File: src/rtl/icache_fill_ctrl_if.sv
// icache_fill_ctrl_if: datapath fetch port, arbiter fill port and statistics of the instruction cache
interface icache_fill_ctrl_if;
    logic        dp_imemREN;
    logic [31:0] dp_imemaddr;
    logic        dp_ihit;
    logic [31:0] dp_imemload;
    logic        icache_flush;
    logic        cc_iREN;
    logic [31:0] cc_iaddr;
    logic        cc_iwait;
    logic [31:0] cc_iload;
    logic [31:0] hit_cnt;
    logic [31:0] miss_cnt;

    modport master (
        output dp_imemREN, dp_imemaddr, icache_flush, cc_iwait, cc_iload,
        input  dp_ihit, dp_imemload, cc_iREN, cc_iaddr, hit_cnt, miss_cnt
    );

    modport slave (
        input  dp_imemREN, dp_imemaddr, icache_flush, cc_iwait, cc_iload,
        output dp_ihit, dp_imemload, cc_iREN, cc_iaddr, hit_cnt, miss_cnt
    );
endinterface

File: src/rtl/icache_fill_ctrl.sv
// icache_fill_ctrl: direct-mapped one-word-per-line instruction cache with single-word miss fill
module icache_fill_ctrl #(
    parameter  int SETS  = 16,
    localparam int IDX_W = $clog2(SETS),
    localparam int TAG_W = 30 - IDX_W
) (
    input logic CLK,
    input logic nRST,
    icache_fill_ctrl_if.slave bus
);
    typedef enum logic {IDLE, FILL} state_t;

    state_t            state_q, state_d;
    logic [SETS-1:0]   valid_q, valid_d;
    logic [TAG_W-1:0]  tag_q [SETS];
    logic [31:0]       data_q [SETS];
    logic [31:0]       miss_addr_q, miss_addr_d;
    logic [31:0]       hit_cnt_q, hit_cnt_d;
    logic [31:0]       miss_cnt_q, miss_cnt_d;
    logic [IDX_W-1:0]  idx, fidx;
    logic [TAG_W-1:0]  tag, ftag;
    logic              hit, fill_done;

    assign idx       = bus.dp_imemaddr[IDX_W+1:2];
    assign tag       = bus.dp_imemaddr[31:IDX_W+2];
    assign fidx      = miss_addr_q[IDX_W+1:2];
    assign ftag      = miss_addr_q[31:IDX_W+2];
    assign hit       = state_q == IDLE && bus.dp_imemREN && valid_q[idx] && tag_q[idx] == tag;
    assign fill_done = state_q == FILL && !bus.cc_iwait;

    assign bus.dp_ihit     = hit;
    assign bus.dp_imemload = hit ? data_q[idx] : 32'h0;
    assign bus.cc_iREN     = state_q == FILL;
    assign bus.cc_iaddr    = state_q == FILL ? miss_addr_q : 32'h0;
    assign bus.hit_cnt     = hit_cnt_q;
    assign bus.miss_cnt    = miss_cnt_q;

    // Next state: start a fill on a non-flushed miss, finish it when the arbiter drops iwait; flush overrides the refill valid bit
    always_comb begin
        state_d     = state_q;
        valid_d     = valid_q;
        miss_addr_d = miss_addr_q;
        hit_cnt_d   = hit && hit_cnt_q != '1 ? hit_cnt_q + 32'd1 : hit_cnt_q;
        miss_cnt_d  = miss_cnt_q;
        if (state_q == IDLE && bus.dp_imemREN && !hit && !bus.icache_flush) begin
            state_d     = FILL;
            miss_addr_d = bus.dp_imemaddr & ~32'h3;
            miss_cnt_d  = miss_cnt_q != '1 ? miss_cnt_q + 32'd1 : miss_cnt_q;
        end
        if (fill_done) begin
            state_d       = IDLE;
            valid_d[fidx] = 1'b1;
        end
        if (bus.icache_flush)
            valid_d = '0;
    end

    // Control state, valid bits and counters; async reset aborts any fill in flight
    always_ff @(posedge CLK or negedge nRST) begin
        if (!nRST) begin
            state_q     <= IDLE;
            valid_q     <= '0;
            miss_addr_q <= '0;
            hit_cnt_q   <= '0;
            miss_cnt_q  <= '0;
        end else begin
            state_q     <= state_d;
            valid_q     <= valid_d;
            miss_addr_q <= miss_addr_d;
            hit_cnt_q   <= hit_cnt_d;
            miss_cnt_q  <= miss_cnt_d;
        end
    end

    // Tag and data arrays are only meaningful under a valid bit, so they carry no reset
    always_ff @(posedge CLK) begin
        if (fill_done) begin
            tag_q[fidx]  <= ftag;
            data_q[fidx] <= bus.cc_iload;
        end
    end
endmodule

File: src/flat_wrapper.sv
// flat-port wrapper written by rule: the top's interface ports become plain ports
module icache_fill_ctrl_flat 
#(
    parameter  int SETS  = 16,
    localparam int IDX_W = $clog2(SETS),
    localparam int TAG_W = 30 - IDX_W
)
  (CLK, nRST, bus_dp_imemREN, bus_dp_imemaddr, bus_icache_flush, bus_cc_iwait, bus_cc_iload, bus_dp_ihit, bus_dp_imemload, bus_cc_iREN, bus_cc_iaddr, bus_hit_cnt, bus_miss_cnt);
  icache_fill_ctrl_if bus_i ();
  input logic CLK;
  input logic nRST;
  input wire logic [$bits(bus_i.dp_imemREN)-1:0] bus_dp_imemREN;
  input wire logic [$bits(bus_i.dp_imemaddr)-1:0] bus_dp_imemaddr;
  input wire logic [$bits(bus_i.icache_flush)-1:0] bus_icache_flush;
  input wire logic [$bits(bus_i.cc_iwait)-1:0] bus_cc_iwait;
  input wire logic [$bits(bus_i.cc_iload)-1:0] bus_cc_iload;
  output wire logic [$bits(bus_i.dp_ihit)-1:0] bus_dp_ihit;
  output wire logic [$bits(bus_i.dp_imemload)-1:0] bus_dp_imemload;
  output wire logic [$bits(bus_i.cc_iREN)-1:0] bus_cc_iREN;
  output wire logic [$bits(bus_i.cc_iaddr)-1:0] bus_cc_iaddr;
  output wire logic [$bits(bus_i.hit_cnt)-1:0] bus_hit_cnt;
  output wire logic [$bits(bus_i.miss_cnt)-1:0] bus_miss_cnt;
  assign bus_i.dp_imemREN = bus_dp_imemREN;
  assign bus_i.dp_imemaddr = bus_dp_imemaddr;
  assign bus_i.icache_flush = bus_icache_flush;
  assign bus_i.cc_iwait = bus_cc_iwait;
  assign bus_i.cc_iload = bus_cc_iload;
  assign bus_dp_ihit = bus_i.dp_ihit;
  assign bus_dp_imemload = bus_i.dp_imemload;
  assign bus_cc_iREN = bus_i.cc_iREN;
  assign bus_cc_iaddr = bus_i.cc_iaddr;
  assign bus_hit_cnt = bus_i.hit_cnt;
  assign bus_miss_cnt = bus_i.miss_cnt;
  icache_fill_ctrl #(.SETS(SETS)) u_core (.CLK(CLK), .nRST(nRST), .bus(bus_i));
endmodule
File: config.mk
export PLATFORM = sky130hd
export DESIGN_NAME = icache_fill_ctrl_flat
export DESIGN_NICKNAME = d
export VERILOG_FILES = /design/src/rtl/icache_fill_ctrl_if.sv /design/src/rtl/icache_fill_ctrl.sv /design/src/flat_wrapper.sv
export SDC_FILE = /design/constraint.sdc
export NUM_CORES = 1
export LEC_CHECK = 0
export CAP_MARGIN = 10
export CELL_PAD_IN_SITES_DETAIL_PLACEMENT = 0
export CELL_PAD_IN_SITES_GLOBAL_PLACEMENT = 1
export CORE_AREA = 2 2 252 316
export CTS_BUF_LIST = sky130_fd_sc_hd__clkbuf_16
export DETAILED_ROUTE_END_ITERATION = 16
export DIE_AREA = 0 0 254 318
export PLACE_DENSITY_LB_ADDON = 0.1
export SLEW_MARGIN = 20
export SYNTH_ARGS = -nofsm -noshare
export SYNTH_HDL_FRONTEND = slang
export SYNTH_SLANG_ARGS = --single-unit
File: constraint.sdc
create_clock -name CLK -period 7.13 [get_ports CLK]
set_input_delay 1.0695 -clock CLK [delete_from_list [all_inputs] [get_ports CLK]]
set_output_delay 1.0695 -clock CLK [all_outputs]
set_load 0.03 [all_outputs]
---- Word level (Yosys, flattened, before mapping) ----
Memories as Yosys holds them, arrays and structs flattened.
Index checks and enable logic that the tools add are counted.
operators by class
  add/sub/neg operators ................... 2
  multipliers ............................. 0
  divide/modulo/power cells ............... 0
  magnitude comparators ................... 3
  equality and inequality tests ........... 3
  shifts and indexed selects .............. 0
  multiplexer cells ....................... 12
  bitwise operators ....................... 2
  reductions and logical operators ........ 14
operators by type and width
  operator                                                            number
  adder 32 x 1 -> 32 bit (second input constant)                      2
  2-to-1 mux 32 bit                                                   2
  != test 32 bit (second input constant)                              2
  2-to-1 mux 16 bit                                                   2
  equality test 26 bit                                                1
  OR 16 bit                                                           1
  less-than comparator 4 x 5 -> 1 bit (second input constant)         2
  logical AND 1 bit                                                   8
  2-to-1 mux 1 bit                                                    6
  binary-select mux 1 bit (select 4 bit)                              1
  demux 1 bit (select 4 bit)                                          1
  greater-or-equal comparator 4 x 1 -> 1 bit (second input constant)  1
  nonzero test 2 bit                                                  2
  logical NOT 1 bit                                                   3
  AND reduction 2 bit                                                 1
  NOT 1 bit                                                           1
storage, ports and cells
  bits in registers ....................... 111
  bits in latches ......................... 0
  bits in writable memories ............... 928
  bits in read-only memories .............. 0
  word-level logic and storage cells ...... 43
  memories kept ........................... 2
memory list
  name           depth  width  rd ports  clocked after memory_dff  wr ports  RTL line                source
  u_core.data_q  16     32     1         0                         1         icache_fill_ctrl.sv:16  logic [31:0] data_q [SETS];
  u_core.tag_q   16     26     1         0                         1         icache_fill_ctrl.sv:15  logic [TAG_W-1:0] tag_q [SETS];

---- Longest topological paths before layout ----
Gate-level depths: netlist of the first run.
  depth after elaboration ................. 9
  depth in mapped cells ................... 15
  mapped depth without buffers ............ 10

---- Least setup slack after synthesis of the first run ----
Ideal clock, no wire load.
  path kind ............................... input-to-reg
  from .................................... input port bus_cc_iwait
  to ...................................... memory u_core.data_q[0][0], enable pin
  arrival time ............................ 5.336 ns
  required time ........................... 6.583 ns
  path slack .............................. 1.247 ns
  stages on the path ...................... 3
  cells stage by stage .................... nor2_1 nand3b_1 nor3_1
on the way
  cells in the longest elaborated chain, start to end .. 4
RTL lines
  what                                    RTL line                source
  from (decl)                             flat_wrapper.sv:15      input wire logic [$bits(bus_i.cc_iwait)-1:0] bus_cc_iwait;
  logical NOT 1 bit                       icache_fill_ctrl.sv:29  assign fill_done = state_q == FILL && !bus.cc_iwait;
  logical AND 1 bit                       icache_fill_ctrl.sv:29
  2-to-1 mux 1 bit                        icache_fill_ctrl.sv:77  if (fill_done) begin
  2-to-1 mux 1 bit (not written as such)  icache_fill_ctrl.sv:79  data_q[fidx] <= bus.cc_iload;
  to (decl)                               icache_fill_ctrl.sv:16
Every way passes these cells.

---- Final worst setup path of the first run ----
  from .................................... input port bus_dp_imemaddr[5]
  to ...................................... output port bus_dp_imemload[2]
on the way
  cells in the longest elaborated chain, start to end .. 5
  elaborated cells between the ends (all ways) .. 8
RTL lines
  what                                                          RTL line                source
  from (decl)                                                   flat_wrapper.sv:13      input wire logic [$bits(bus_i.dp_imemaddr)-1:0] bus_dp_imemaddr;
  branches (longest 4 deep; another with memory (16 x 26 bit))  -
  2-to-1 mux 32 bit *                                           icache_fill_ctrl.sv:32  assign bus.dp_imemload = hit ? data_q[idx] : 32'h0;
  to (decl)                                                     flat_wrapper.sv:18      output wire logic [$bits(bus_i.dp_imemload)-1:0] bus_dp_imemload;
Every way passes the cells marked *. The select of a mux whose other input is x is not followed.

==> impl_results.md, run 1 <==
- Initial drt markers: between 1.5k and 2k
- Nets: 2,277
- Mapped Area: 40,800 sq um
- GR Util met1: between 30% and 40%
- EDFF count, synth: approximately 930
- GP Congestion: approximately 0.76
- Xor/xnor share of the synthesized area: ~1.9%
- Io pins: between 150 and 200
- Slew Limit Fails: 0
- GR peak layer: met2
- P_leak: 15.9 nW
- Routed WL per cell: around 28 um
- Area delta synth->final: 17.1%
- Complex-gate fraction of the synthesized area: 0.757%
- Status: completed
- Clock Sinks: about 1.0k
- Port Buf Inserts: between 150 and 200
- Drt via density: just under 6
- Synth Area in Simple Gates: between 4 and 5%
- Starting Density: a little over half
- First-pass GRT wire length: 139,000 um
- Ys flop type: edfxtp_1
- CTS tree: yes
- Worst path cell trace: buf_2 -> clkinv_2 -> mux4_2 -> xnor2_1 -> nand4_1 -> nor4b_2 -> nand3_2 -> inv_2 -> buf_12 -> and2_1 -> buf_12
- Largest net degree at the start of global routing: 66
- Worst vdd ir: 258 uV
- Post-CTS Resized: 0
- Worst path required time: a little over 6 ns
- Remaining global-route overflow: 0
- Fraction of layout cells with a size suffix above 1: around a quarter
- Synth cell types: 57
- Worst setup SP type: primary input
- Largest family of logic cells by synthesized area: multiplexers
- Gate Count Post-Synth: about 1.9k
- Clock transition at the registers of the reported paths: about 0.06 ns
- Core area: ~78,000 sq um
- Final setup vio count: 0
- Critical path class: primary input to primary output
- Initial antenna violation count: 2
- Cell Rows: around 120
- Max cap viols: 0
- Slowest CP cell: nor4b_2
- Htree depth: 3
- FFs w/ async S/R, synth: 10.7%
- Yosys warns: 0
- GR Util All Layers: 23.9%
- Die W: ~250 um
- Drc violations: 0
- Accumulated negative setup slack: 0 ns
- Setup Skew: ~0.016 ns
- Met2 usage in global routing: about two fifths
- Die Y: 318 um
- Fillers: ~5.6k
- Setup WS pre-CTS: slightly below 1 ns
- Min-Delay Path Class: primary input to asynchronous set/reset pin
- Post-CTS setup buffers: 0
- Met3 Usage GRT: roughly 3.0%
- Final Worst Setup Slack: between 0.9 and 1 ns
- CP max stage delay: 0.66 ns
- Multiplexer share of the synthesized area: between 10% and 20%
- Max_slew headroom: between 20 and 30%
- PwrDens: between 200 and 300 nW/um^2
- RSZ-0062 raised after global routing: no
- Final WL: roughly 95,000 um
- Adder-Cell Fraction of Synth Area: less than 1%
- CTS Buf Count: 100
- Bufs on Longest Clock Path: 3
- Clk_lat worst skew: 0.66 ns
- Final worst path period need: 6.17 ns
- Final hold viol count: 0
- Syn avg cell area: 21.0 sq um
- Final cycle utilization of the critical path: between 80% and 90%
- CP Capture Type: primary output
- Total Die Area: 80,800 sq um
- Register area share after synthesis: 75.1%
- CP most frequent cell: buf_12
- Routed via count: between 15k and 20k
- Vias in the first global route: 21.1k
- Detailed-placement wirelength estimate: 52,400 um
- Critical path arrival: approximately 5.1 ns
- Pwr Total: 13.4 mW
- TritonRoute pass-1 iters: 5
- Crit-path max FO: 23
- Remaining antenna violation count: 0
- CTS hold repair buffers: 0
- Worst Tran Pin Value: roughly 1.1 ns
- Highest Clock Rate: between 150 and 200 MHz
- Synthesized flop and latch total: just over 1k
- Clk root buf: clkbuf_16
path summary, 6_finish.rpt:
check,start,endpoint,slack [ns],depth (start not counted)
worst max-delay path,bus_dp_imemaddr[5],bus_dp_imemload[2],0.96,11
worst min-delay path,nRST,u_core.bus.hit_cnt[9],0.47,1
worst max register to register,u_core.tag_q[13][13],u_core.miss_addr_q[8],2.77,10
worst min register to register,u_core.bus.miss_cnt[18],u_core.bus.miss_cnt[18],0.48,1
max in group asynchronous,nRST,u_core.miss_addr_q[5],5.29,2
min in group CLK,u_core.bus.miss_cnt[18],u_core.bus.miss_cnt[18],0.48,1
placed cells by master (no fill, tap or decap), types with 40 or more instances in the layout:
cell type / n
mux4_2: 264
and2_1: 70
buf_4: 71
nand3_1: 45
nand2_1: 40
nor2_1: 53
clkdlybuf4s50_1: 156
xnor2_1: 69
dfrtp_1: 111
clkbuf_16: 103
edfxtp_1: 928
power by group:
group          leakage, nW  switching [mW]  total (mW)  internal (mW)
registers             9.82           0.200        7.11           6.91
logic                 4.35           0.489       0.858          0.369
clock network         1.73            2.24        5.44           3.20
final cells by class:
type	instances	area (sq um)	share of cell area, %
multi-input cells	798	9750	20.4
diodes	1	2.50	0.00524
flip-flops and latches	1039	30600	64.1
clock buffers	103	2580	5.39
repair buffers	255	2620	5.48
inverters	12	46.3	0.0969
clock inverters	85	820	1.72
well taps	1053	1320	2.76
routing by layer:
layer / vias up / wire (um)
li1: 8471 / -
met1: 10700 / 37700
met2: 579 / 50200
met3: 133 / 4340
met4: 4 / 2490
met5: - / 25
registers in the layout, summed over array words and instances, names as in the netlist:
signal,flops
u_core.bus.cc_iREN,1
u_core.bus.hit_cnt,32
u_core.bus.miss_cnt,32
u_core.data_q,512
u_core.miss_addr_q,30
u_core.tag_q,416
u_core.valid_q,16
synthesized netlist by cell type, types with 3 or more instances:
cell type    n  share of area, %
a22o_1       4             0.086
and3_1      27              0.41
and4_1       9              0.19
nand3b_1     3             0.055
buf_1        4             0.037
nand4_1     19              0.29
mux4_2     264                15
and2_1      70               1.1
nand2_1     41              0.38
nand2b_1     9              0.14
xnor2_1     69               1.5
buf_2       29              0.36
xor2_1      20              0.43
inv_1        8             0.074
edfxtp_1   928                68
o22ai_1      4             0.061
a31oi_1      3             0.046
nor2_1      65              0.60
inv_2        4             0.037
nor2b_1      5             0.077
buf_6        5              0.14
mux2i_1     34              0.83
dfrtp_1    111               6.8
mux2_1       5              0.14
a221oi_1     7              0.15
mux2_2      36              0.99
clkbuf_1    42              0.39
o21ai_0      4             0.049
buf_4       13              0.24
nor3_1      16              0.20
a22oi_1      9              0.17
nand3_1     45              0.55
kinds of logic (layout without fill, tap and decap cells):
kind of cell             Yosys count  after routing
flip-flops                      1039           1039
other                              1              3
AND/OR/NAND/NOR                  326            326
AO/OA/AOI/OAI                     40             40
multiplexers                     339            339
buffers and inverters            105            455
XOR/XNOR                          89             89
adder cells (fa/ha/maj)            2              2
worst max-delay path: cells and delay by family:
family	cells	cell delay (ns)
AND/OR/NAND/NOR	4	1.34
buffers and inverters	5	1.68
multiplexers	1	0.63
XOR/XNOR	1	0.32
through the flow:
| stage | hold WS (ns) | instances | util [%] | cell area (sq um) |
|---|---|---|---|---|
| after floorplan | 0.461 | 1942 | - | 40800 |
| after global placement | 0.471 | 3157 | 56.9 | 44400 |
| after global routing | 0.493 | 3345 | 61.3 | 47800 |
| after CTS | 0.465 | 3345 | 61.3 | 47800 |
| after detailed placement | 0.474 | 3157 | 56.9 | 44400 |
| final | 0.470 | 3346 | 61.3 | 47800 |
No activity file was read; power rests on OpenSTA's default activity.
==> run 2: changes to the inputs <==
Settings changed: CAP_MARGIN 10 to default.
==> results of run 2 <==
Same layout as run 1: the final DEF is identical, and so are final timing and power.
==> run 3: changes to the inputs <==
Clock period 7.13 ns to 5.75 ns, I/O delays scaled along.
==> run 3 against run 2 <==
Clock skew rose by 0.018 ns; clock power rose by 17%; flip-flop and latch count did not move; via count rose by 0.27%; global-route usage decreased by 0.30 points; wire length decreased by 1.1%; critical path depth unchanged; clock-buffer cell count down 2; setup slack got worse by 0.44 ns; power is 21% higher; critical endpoint is now bus_dp_imemload[5]; largest power group unchanged.
==> impl_results.md, run 3 (same netlist as run 1, synthesis figures left out) <==
- Detailed-placement wirelength estimate: 52,000 um (was 52,400 um)
- Top flop regs: u_core.data_q (512), u_core.tag_q (416) (unchanged)
- Max cap viols: 0 (unchanged)
- Critical path class: primary input to primary output (unchanged)
- Remaining global-route overflow: 0 (unchanged)
- Port Buf Inserts: 194 (unchanged)
- Vias in the first global route: 20.8k (was 21.1k)
- Drt via density: 5.96 (was 5.95)
- Max reg flops: 512 (unchanged)
- Drc violations: 0 (unchanged)
- # placed instances: 3,164 (was 3,157)
- Design area: 47,700 sq um (was 47,800 sq um)
- Final Instance Count excl. Fillers: 3,345 (was 3,346)
- Starting Density: 52.3% (unchanged)
- Max_slew headroom: 28.6% (was 28.3%)
- CTS tree: yes (unchanged)
- Final cycle utilization of the critical path: between 90% and 100%
- RR Endpoint: u_core.miss_addr_q[8] (unchanged)
- Htree depth: 3 (unchanged)
- Biggest register: u_core.data_q (unchanged)
- Post-CTS setup buffers: 0 (unchanged)
- CP Capture Type: primary output (unchanged)
- Status: completed (unchanged)
- Slew Limit Fails: 0 (unchanged)
- CTS Buf Count: 98 (was 100)
- Most frequent cells in the layout: 928 x edfxtp_1, 264 x mux4_2, 156 x clkdlybuf4s50_1, 111 x dfrtp_1, 101 x clkbuf_16 (was 928 x edfxtp_1, 264 x mux4_2, 156 x clkdlybuf4s50_1, 111 x dfrtp_1, 103 x clkbuf_16)
- P_leak: 15.8 nW (was 15.9 nW)
- Final hold viol count: 0 (unchanged)
- Worst reg2reg setup slack: 1.80 ns (was 2.77 ns)
- Critical path arrival: 4.37 ns (was 5.10 ns)
- Nets: 2,282 (was 2,277)
- Commonest non-fill, non-tap cell in the layout: edfxtp_1 (unchanged)
- Io pins: 199 (unchanged)
- TritonRoute pass-1 iters: 5 (unchanged)
- Worst R2R Start: u_core.tag_q[0][4] (was u_core.tag_q[13][13])
- Initial antenna violation count: 4 (was 2)
- Routed via count: 19.9k (about the same)
- Largest net degree at the start of global routing: 84 (was 66)
- Worst r2r path cells: 10 (unchanged)
- Post-CTS Resized: 0 (unchanged)
- Total Die Area: 80,800 sq um (unchanged)
- Worst vdd ir: 290 uV (was 258 uV)
- DP Area: 44,600 sq um (was 44,400 sq um)
- Setup Skew: 0.0342 ns (was 0.0161 ns)
- Bufs on Longest Clock Path: 3 (unchanged)
- Routed WL per cell: 28.0 um (was 28.3 um)
- Clock Sinks: 1,039 (unchanged)
- RSZ-0062 raised after global routing: no (unchanged)
- GR Util All Layers: 23.6% (was 23.9%)
- Worst Tran Pin Value: 1.07 ns (about the same)
- Die W: 254 um (unchanged)
- Initial drt markers: 1,680 (was 1,682)
- Final worst path period need: roughly 5.2 ns
- Clock transition at the registers of the reported paths: 0.06 ns (about the same)
- Final WL: 93,700 um (was 94,700 um)
- Fillers: 5,551 (was 5,601)
- Die Y: 318 um (unchanged)
- Core area: 78,000 sq um (unchanged)
- CTS hold repair buffers: 0 (unchanged)
- Final setup vio count: 0 (unchanged)
- Worst setup SP type: primary input (unchanged)
- Min-Delay Path Class: primary input to asynchronous set/reset pin (unchanged)
- Cell Rows: 115 (unchanged)
- Remaining antenna violation count: 0 (unchanged)
- Accumulated negative setup slack: 0 ns (unchanged)
- Fraction of layout cells with a size suffix above 1: 25.1% (was 25.4%)
- First-pass GRT wire length: 137,000 um (was 139,000 um)
- Crit-path max FO: 48 (was 23)
- Clk root buf: clkbuf_16 (unchanged)
- Highest Clock Rate: around 190 MHz
- Area delta synth->final: 17.0% (was 17.1%)
- PwrDens: 340 nW/um^2 (was 281 nW/um^2)
- Worst path required time: 4.89 ns (was 6.06 ns)
- Clk_lat worst skew: 0.66 ns (about the same)
- GP Congestion: 0.760 (was 0.757)
==> run 3: changes by cell type in the layout (fill, tap and decap cells not counted), moves of 2 or more <==
| cell | before | now |
|---|---|---|
| inv_1 | 23 | 20 |
| clkinv_1 | 20 | 28 |
| buf_4 | 71 | 67 |
| buf_12 | 24 | 35 |
| bufinv_16 | 16 | 10 |
| clkbuf_16 | 103 | 101 |
| clkinv_2 | 26 | 24 |
==> run 3: layer usage <==
layer  GRT usage (%)  vias to the layer above  wire length, um
li1                -                     8468                -
met2            41.4                      549            49900
met5               0                        -               25
met4            6.16                        4             1760
met3            3.60                      110             4580
met1            31.1                    10800            37400
==> run 3: final cells by class <==
type / count / area, sq um / share of cell area (%)
diodes: 1 / 2.50 / 0.00524
multi-input cells: 798 / 9750 / 20.4
inverters: 12 / 46.3 / 0.0970
clock inverters: 79 / 614 / 1.29
repair buffers: 262 / 2810 / 5.89
flip-flops and latches: 1039 / 30600 / 64.2
well taps: 1053 / 1320 / 2.76
clock buffers: 101 / 2530 / 5.30
==> run 3: through the flow <==
step                setup WS (ns)  total power [mW]  hold WS (ns)  utilization [%]
finish                      0.518              16.2         0.324             61.2
global route                0.322              16.8         0.353             61.2
global placement            0.558              10.0         0.471             57.2
floorplan                  0.0739              9.53         0.461                -
CTS                         0.506              16.4         0.313             61.2
detailed placement          0.504              10.1         0.485             57.2
==> run 3: report_power, final <==
part | total [mW] | leakage [nW] | switching [mW] | internal [mW]
clock network | 6.34 | 1.60 | 2.72 | 3.62
logic | 1.07 | 4.42 | 0.603 | 0.469
registers | 8.82 | 9.82 | 0.250 | 8.57
total | 16.2 | 15.8 | 3.57 | 12.7
==> run 3: worst max path at each step <==
stage                       start                  end  slack [ns]  depth (start not counted)
2_1_floorplan        bus_cc_iwait  u_core.data_q[0][0]        0.07                          3
3_3_place_gp   bus_dp_imemaddr[2]  bus_dp_imemload[13]        0.56                         12
3_5_place_dp   bus_dp_imemaddr[2]  bus_dp_imemload[13]        0.50                         12
4_1_cts        bus_dp_imemaddr[2]  bus_dp_imemload[20]        0.51                         12
5_1_grt        bus_dp_imemaddr[2]   bus_dp_imemload[5]        0.32                         12
6_report       bus_dp_imemaddr[4]   bus_dp_imemload[5]        0.52                         11
==> run 3: worst max-delay path: stages <==
cell and delay [ns]:
buf_6 0.45, mux4_2 0.59, mux4_2 0.49, xnor2_1 0.21, nand4_1 0.22, nor4b_2 0.58
nand3_2 0.15, inv_2 0.09, buf_12 0.20, and2_1 0.24, buf_12 0.13
